$ cat config.mk
export PLATFORM = sky130hd
export DESIGN_NAME = reg_file_mp
export DESIGN_NICKNAME = d
export VERILOG_FILES = /design/src/rtl/reg_file_pkg.sv /design/src/rtl/reg_file_dump_ctrl.sv /design/src/rtl/reg_file_mp.sv
export SDC_FILE = /design/constraint.sdc
export NUM_CORES = 2
export LEC_CHECK = 0
export BUFFER_PORTS_ARGS = -buffer_cell sky130_fd_sc_hd__clkbuf_2
export CAP_MARGIN = 20
export CORE_ASPECT_RATIO = 0.75
export CORE_MARGIN = 2
export CORE_UTILIZATION = 64
export CTS_CLUSTER_DIAMETER = 50
export CTS_CLUSTER_SIZE = 24
export DETAILED_ROUTE_END_ITERATION = 16
export PLACE_DENSITY = 0.81
export SLEW_MARGIN = 20
export SYNTH_ARGS = -nofsm -noshare
export SYNTH_HDL_FRONTEND = slang
export SYNTH_SLANG_ARGS = --single-unit
$ cat constraint.sdc
create_clock -name clk -period 3.65 [get_ports clk]
set_input_delay 0.73 -clock clk [delete_from_list [all_inputs] [get_ports clk]]
set_output_delay 0.73 -clock clk [all_outputs]
set_load 0.005 [all_outputs]
$ cat src/rtl/reg_file_pkg.sv
`default_nettype none
// ============================================================================
// Module      : reg_file_pkg
// Description : Shared constants and dump FSM state type for the
//               multi-port register file.
// Revision    : 1.0 - initial release
// ============================================================================
package reg_file_pkg;

  localparam int XLEN_DEF  = 32;
  localparam int NREGS_DEF = 32;

  typedef enum logic [1:0] {
    IDLE = 2'd0,
    LOAD = 2'd1,
    SEND = 2'd2
  } dump_state_t;

endpackage
`default_nettype wire

$ cat src/rtl/reg_file_dump_ctrl.sv
`default_nettype none
// ============================================================================
// Module      : reg_file_dump_ctrl
// Description : Register dump sequencer. Walks every register index once,
//               capturing one value per beat and presenting it on a
//               valid/ready handshake.
// Revision    : 1.0 - initial release
// ============================================================================
module reg_file_dump_ctrl
  import reg_file_pkg::*;
#(
  parameter  int XLEN  = XLEN_DEF,
  parameter  int NREGS = NREGS_DEF,
  localparam int AW    = $clog2(NREGS)
) (
  input  logic            clk,
  input  logic            rst_n,
  input  logic            i_dump_req,
  input  logic            i_dump_ready,
  input  logic [XLEN-1:0] i_cap_data,
  output logic [AW-1:0]   o_cnt,
  output logic            o_dump_busy,
  output logic            o_dump_valid,
  output logic            o_dump_last,
  output logic [AW-1:0]   o_dump_idx,
  output logic [XLEN-1:0] o_dump_data
);

  localparam logic [AW-1:0] c_LAST_IDX = AW'(NREGS - 1);

  dump_state_t     r_state;
  dump_state_t     w_next;
  logic            w_accept;
  logic [AW-1:0]   r_cnt;
  logic [AW-1:0]   r_idx;
  logic [XLEN-1:0] r_data;
  logic            r_last;

  // State register
  always_ff @(posedge clk or negedge rst_n) begin
    if (!rst_n) r_state <= IDLE;
    else        r_state <= w_next;
  end

  // Next-state logic; requests outside IDLE are dropped, never queued
  always_comb begin
    w_next   = r_state;
    w_accept = 1'b0;
    case (r_state)
      IDLE: if (i_dump_req) w_next = LOAD;
      LOAD: w_next = SEND;
      SEND: begin
        if (i_dump_ready) begin
          w_accept = 1'b1;
          w_next   = (r_cnt == c_LAST_IDX) ? IDLE : LOAD;
        end
      end
      default: w_next = IDLE;
    endcase
  end

  // Beat counter: advances on acceptance, wraps to 0 after the final beat
  always_ff @(posedge clk or negedge rst_n) begin
    if (!rst_n) begin
      r_cnt <= '0;
    end else if (w_accept) begin
      r_cnt <= (r_cnt == c_LAST_IDX) ? '0 : r_cnt + AW'(1);
    end
  end

  // Beat capture: only LOAD updates the held beat so SEND stays stable
  always_ff @(posedge clk or negedge rst_n) begin
    if (!rst_n) begin
      r_idx  <= '0;
      r_data <= '0;
      r_last <= 1'b0;
    end else if (r_state == LOAD) begin
      r_idx  <= r_cnt;
      r_data <= i_cap_data;
      r_last <= (r_cnt == c_LAST_IDX);
    end
  end

  assign o_cnt        = r_cnt;
  assign o_dump_busy  = (r_state != IDLE);
  assign o_dump_valid = (r_state == SEND);
  assign o_dump_last  = r_last;
  assign o_dump_idx   = r_idx;
  assign o_dump_data  = r_data;

endmodule
`default_nettype wire

$ cat src/rtl/reg_file_mp.sv
`default_nettype none
// ============================================================================
// Module      : reg_file_mp
// Description : Multi-read-port register file with hard-wired zero register
//               and a handshaked full-register dump channel.
//               Optional macro REGFILE_BYPASS_EN forwards same-cycle write
//               data to read ports and to the dump capture path.
// Revision    : 1.0 - initial release
// ============================================================================
module reg_file_mp
  import reg_file_pkg::*;
#(
  parameter  int XLEN  = XLEN_DEF,
  parameter  int NREGS = NREGS_DEF,
  parameter  int NRD   = 2,
  localparam int AW    = $clog2(NREGS)
) (
  input  logic                clk,
  input  logic                rst_n,
  input  logic                we,
  input  logic [AW-1:0]       waddr,
  input  logic [XLEN-1:0]     wdata,
  input  logic [NRD*AW-1:0]   raddr,
  output logic [NRD*XLEN-1:0] rdata,
  input  logic                dump_req,
  output logic                dump_busy,
  output logic                dump_valid,
  input  logic                dump_ready,
  output logic [AW-1:0]       dump_idx,
  output logic [XLEN-1:0]     dump_data,
  output logic                dump_last
);

  logic [XLEN-1:0] r_regs [NREGS];
  logic            w_wr_hit;
  logic [AW-1:0]   w_cnt;
  logic [XLEN-1:0] w_cap_data;

  // Index 0 is never written, so it reads back its reset value of zero
  assign w_wr_hit = we && (waddr != '0);

  // Storage array: async clear, single write port
  always_ff @(posedge clk or negedge rst_n) begin
    if (!rst_n) begin
      for (int i = 0; i < NREGS; i++) r_regs[i] <= '0;
    end else if (w_wr_hit) begin
      r_regs[waddr] <= wdata;
    end
  end

  // Independent combinational read ports
  for (genvar k = 0; k < NRD; k++) begin : g_rd
    logic [AW-1:0] w_ra;
    assign w_ra = raddr[k*AW +: AW];
`ifdef REGFILE_BYPASS_EN
    assign rdata[k*XLEN +: XLEN] = (w_wr_hit && (w_ra == waddr)) ? wdata : r_regs[w_ra];
`else
    assign rdata[k*XLEN +: XLEN] = r_regs[w_ra];
`endif
  end

  // Value presented to the dump sequencer during its LOAD cycle
`ifdef REGFILE_BYPASS_EN
  assign w_cap_data = (w_wr_hit && (waddr == w_cnt)) ? wdata : r_regs[w_cnt];
`else
  assign w_cap_data = r_regs[w_cnt];
`endif

  reg_file_dump_ctrl #(
    .XLEN  (XLEN),
    .NREGS (NREGS)
  ) u_dump_ctrl (
    .clk          (clk),
    .rst_n        (rst_n),
    .i_dump_req   (dump_req),
    .i_dump_ready (dump_ready),
    .i_cap_data   (w_cap_data),
    .o_cnt        (w_cnt),
    .o_dump_busy  (dump_busy),
    .o_dump_valid (dump_valid),
    .o_dump_last  (dump_last),
    .o_dump_idx   (dump_idx),
    .o_dump_data  (dump_data)
  );

endmodule
`default_nettype wire

* After elaboration in Yosys (flattened, before gate mapping)
Index checks and enable logic that the tools add are counted.
Word-level totals: input bits 52, bits in registers 1069, logic and storage cells 77, output and inout bits 104
Operators by class: add/sub/neg operators 1, $lt $le $gt $ge 5, reductions and logical operators 6, bitwise gates (word level) 4, multiplexer cells 19, equality and inequality tests 5
Operators with widths (number):
- $bwmux W1024 | 1
- $bmux W32 S5 | 3
- $mux W32 | 7
- $demux W32 S5 | 1
- $ge A6 B6 Y1 const B | 4
- $not A5 Y6 | 4
- $lt A6 B1 Y1 const B | 1
- $pmux W2 S3 | 1
- $add A5 B1 Y5 const B | 1
- $eq A5 B5 Y1 const B | 1
- $mux W5 | 1
- $reduce_bool A5 Y1 | 1
- $mux W2 | 2
- $mux W1 | 3
- $eq A2 B1 Y1 const B | 1
- $eq A2 B2 Y1 const B | 1
- $logic_and A1 B1 Y1 | 2
- $logic_not A2 Y1 | 1
- $ne A2 B1 Y1 const B | 1
- $ne A2 B2 Y1 const B | 1
- $reduce_and A2 Y1 | 1
- $reduce_bool A2 Y1 | 1

* Logic depth before layout (Yosys ltp)
depth after elaboration 6, gate-level depth with buffers 8, gate-level depth less buffers 6

* Modules after synthesis
From an unflattened synthesis, not the netlist that was laid out.
Unflattened totals: cells, all modules 5879, area, all modules 66065.9 sq um
Modules (own cells, without submodules):
- reg_file_mp | cells an instance 5768, seq. area each 25624.6 sq um, area an instance 64247.9 sq um, instances 1
- reg_file_dump_ctrl | cells an instance 111, seq. area each 1126.1 sq um, area an instance 1818.0 sq um, instances 1

* Worst setup path after synthesis
OpenSTA, ideal clock, no wires.
path type input to output, start point input port raddr[5], end point output port rdata[38], setup slack 0.250 ns, data required time 2.920 ns, arrival time 2.670 ns, stages 5, cell sequence buf_2 clkbuf_1 mux4_2 mux4_2 mux2_2
Between the ends: longest elaborated chain between the ends 4
RTL lines:
- start: declaration | line reg_file_mp.sv:23 | input logic [NRD*AW-1:0] raddr,
- $not A5 Y6 (implied by the code) | line reg_file_mp.sv:58 | assign rdata[k*XLEN +: XLEN] = r_regs[w_ra];
- $bmux W32 S5 | line reg_file_mp.sv:58
- $mux W32 (implied by the code) (2 in series) | line reg_file_mp.sv:58
- end: declaration | line reg_file_mp.sv:24 | output logic [NRD*XLEN-1:0] rdata,
Every way passes these cells. The select of a mux whose other input is x is not followed.

* Worst setup path after layout
start point input port raddr[0], end point output port rdata[3]
The elaborated chain is that of the path after synthesis.

==> results.sh <==
export IMPL_status="completed"
export IMPL_crit_path_max_incr_delay_ns=0.53
export IMPL_fin_crit_sh=0.9801
export IMPL_ys_seq_area_frac=0.4206
export IMPL_worstReg2RegEnd="u_dump_ctrl.o_dump_data[6]$_DFFE_PN0N_"
export IMPL_grt_pass1_wl_um=296700
export IMPL_rows=100
export IMPL_final_cells=5485
export IMPL_multi_input_area_sq_um=35060
export IMPL_min_period_ns=3.577
export IMPL_path_class="in -> out"
export IMPL_holdCritPathClass="in -> reg"
export IMPL_clkLatencyLatePin_ns=0.75
export IMPL_power_density_nw_per_um2=627.4
export IMPL_die_y_um=277.0
export IMPL_wl_per_cell_um=36.50
export IMPL_final_cell_mix="1,067 x mux2_2, 1,066 x dfrtp_1, 768 x mux4_2, 312 x mux2i_1, 144 x clkbuf_2"
export IMPL_grt_start_max_net_pins=101
export IMPL_crit_fanout=16
export IMPL_p_leak_nw=30.32
export IMPL_irDropWorstVdd_mv=0.5912
export IMPL_syn_nets=4113
export IMPL_worstSetupStartpointType="primary input"
export IMPL_grtUsageMet2=0.5759
export IMPL_drcViolationCount=0
export IMPL_fin_setup_tns_ns=0
export IMPL_syn_area_per_cell_sq_um=15.67
export IMPL_fill_cells=6184
export IMPL_r2r_slack_ns=1.06
export IMPL_clock_sinks=1069
export IMPL_regArea_sq_um=26760
export IMPL_synthCells=4059
export IMPL_slew_headroom=0.2929
export IMPL_cp_required_ns=2.92
export IMPL_critical_path_depth=7
export IMPL_first_pass_iters=6
export IMPL_nets=4115
export IMPL_crit_end="rdata[3]"
export IMPL_final_setup_worst_slack_ns=0.07280
export IMPL_drt_iter0_markers=5798
export IMPL_drive_gt1_frac=0.5919
export IMPL_antenna_found_initial=11
export IMPL_ys_warn_count=0
export IMPL_first_global_vias=43120
export IMPL_dieArea_sq_um=102000
export IMPL_cts_tree="built"
export IMPL_initial_core_util=0.6435
export IMPL_crit_buf_inv=4
export IMPL_place_inst=5282
export IMPL_timing_rr_start="u_dump_ctrl.r_state[1]$_DFFE_PN0P_"
export IMPL_rsz0062_at_grt="no"
export IMPL_rr_worst_depth=6
export IMPL_grt_use_total=0.3986
export IMPL_place_hpwl_um=119900
export IMPL_numCtsBuffers=102
export IMPL_clk_path_buf_depth=3
export IMPL_path_cells="buf_8 > buf_12 > buf_12 > mux4_2 > mux4_2 > mux2_2 > clkbuf_2"
export IMPL_gp_congestion=0.8987
export IMPL_port_buffers=155
export IMPL_core_area_sq_um=98840
export IMPL_ctsRootBufferMaster="clkbuf_16"
export IMPL_hold_viol_final=0
export IMPL_use_met3=0.1267
export IMPL_critPathTopFamily="multiplexers"
export IMPL_maxCapViolCount=0
export IMPL_die_x_um=368.0
export IMPL_cts_max_level=3
export IMPL_vias=42790
export IMPL_routed_wl_um=200200
export IMPL_clk_pin_slew_ns=0.08
export IMPL_fmax_mhz=279.5
export IMPL_finalPower_mw=44.58
export IMPL_drv_slew=0
export IMPL_num_io_pins=156
export IMPL_ys_types=30
export IMPL_via_per_inst=7.801
export IMPL_ys_ff_latch=1069
export IMPL_cp_startpoint="raddr[0]"
export IMPL_grtUsageMet1=0.5519
export IMPL_grt_busiest_layer="met2"
export IMPL_ant_nets=0
export IMPL_setup_viol=0
export IMPL_tightest_slew_ns=1.061
export IMPL_skew_ns=0.03758
export IMPL_crit_arrival_ns=2.85
export IMPL_critPathCaptureType="output pin"
export IMPL_final_common_cell="mux2_2"
export IMPL_overflow=0
export IMPL_area_growth_pct=11.71
export IMPL_critPathSlowestCell="mux4_2"
export IMPL_pre_cts_slack_ns=0.1063
export IMPL_syn_area_sq_um=63610
## worst reg2reg max path: cells and delay by family, from the launching register on
kind            cells  cell delay (ns)
simple gates        3             0.45
buf+inv             2             1.11
compound gates      1             0.35
flops               1             0.55
## how the worst min path moves through the flow
stage | start | cells after the start | endpoint | slack (ns)
detailed placement | r_regs[1014]$_DFFE_PN0P_ | 0 | r_regs[1014]$_DFFE_PN0P_ | 0.40
global route | dump_req | 3 | u_dump_ctrl.r_state[0]$_DFFE_PN0P_ | 0.24
floorplan | rst_n | 0 | r_regs[0]$_DFFE_PN0P_ | 0.43
finish | dump_req | 3 | u_dump_ctrl.r_state[0]$_DFFE_PN0P_ | 0.24
global placement | r_regs[1014]$_DFFE_PN0P_ | 0 | r_regs[1014]$_DFFE_PN0P_ | 0.40
CTS | dump_req | 3 | u_dump_ctrl.r_state[0]$_DFFE_PN0P_ | 0.22
## state kept, by name, summed over array words and instances, names as in the netlist
| register | cells |
|---|---|
| r_regs | 1024 |
| u_dump_ctrl.o_cnt | 5 |
| u_dump_ctrl.o_dump_data | 32 |
| u_dump_ctrl.o_dump_idx | 5 |
| u_dump_ctrl.o_dump_last | 1 |
| u_dump_ctrl.r_state | 2 |
## synth_stat cells (all sizes together)
cell	number	area [sq um]
a21oi	2	10.01
a22oi	132	991.0
a32oi	32	280.3
and2	2	12.51
and3	3	18.77
and3b	1	8.760
buf	191	970.9
clkbuf	294	1104
dfrtp	1069	26750
ha	2	25.02
inv	1	3.750
mux2	1067	12020
mux2i	312	3123
mux4	768	17300
nand2	34	127.6
nand2b	3	18.77
nand3	68	340.3
nand3b	7	52.55
nor2	22	82.58
nor2b	5	31.28
nor3	2	10.01
nor3b	5	37.54
o21ai	5	25.02
o22a	28	245.2
or2	2	12.51
or3	1	6.260
or3b	1	8.760
## area by class of cell
class,instances,share of cell area
Multi-Input combinational cell,2504,0.4934
Sequential cell,1069,0.3766
Timing Repair Buffer,383,0.05346
Clock buffer,110,0.03737
Tap cell,1326,0.02335
Clock inverter,81,0.01539
Antenna cell,11,0.0003874
Inverter,1,0.00005283
## kinds of logic (layout without fill, tap and decap cells)
group	count (synthesis)	after routing	share of synthesized area
AND/OR/NAND/NOR	156	156	0.01208
other	0	11	0
AO/OA/AOI/OAI	199	199	0.02439
flip-flops	1069	1069	0.4206
adder cells (fa/ha/maj)	2	2	0.0003933
multiplexers	2147	2147	0.5099
buffers and inverters	486	575	0.03267
## timing repair
item | CTS | global route
endpoints found under the hold margin | 7 | 0
resized for setup | 0 | 0
hold buffers | 1 | 0
buffers inserted | 0 | 0
## per-layer routing
metal	up-vias	wire length, um
met5	-	0
met4	0	11280
met3	669	25690
met2	3148	89980
met1	22670	73260
li1	16300	-
## power by group
group | switching [mW] | internal [mW]
Combinational | 7.30 | 8.55
Sequential | 2.77 | 14.2
Clock | 5.65 | 6.13
Total | 15.7 | 28.9
## stage by stage
step,util,hold WS (ns),instance area (sq um)
finish,0.7189,0.2396,71060
global route,0.7189,0.2435,71060
CTS,0.7186,0.2215,71030
detailed placement,0.6806,0.4019,67270
global placement,0.6806,0.3985,67270
floorplan,-,0.4344,63610
No activity file was read; power rests on OpenSTA's default activity.
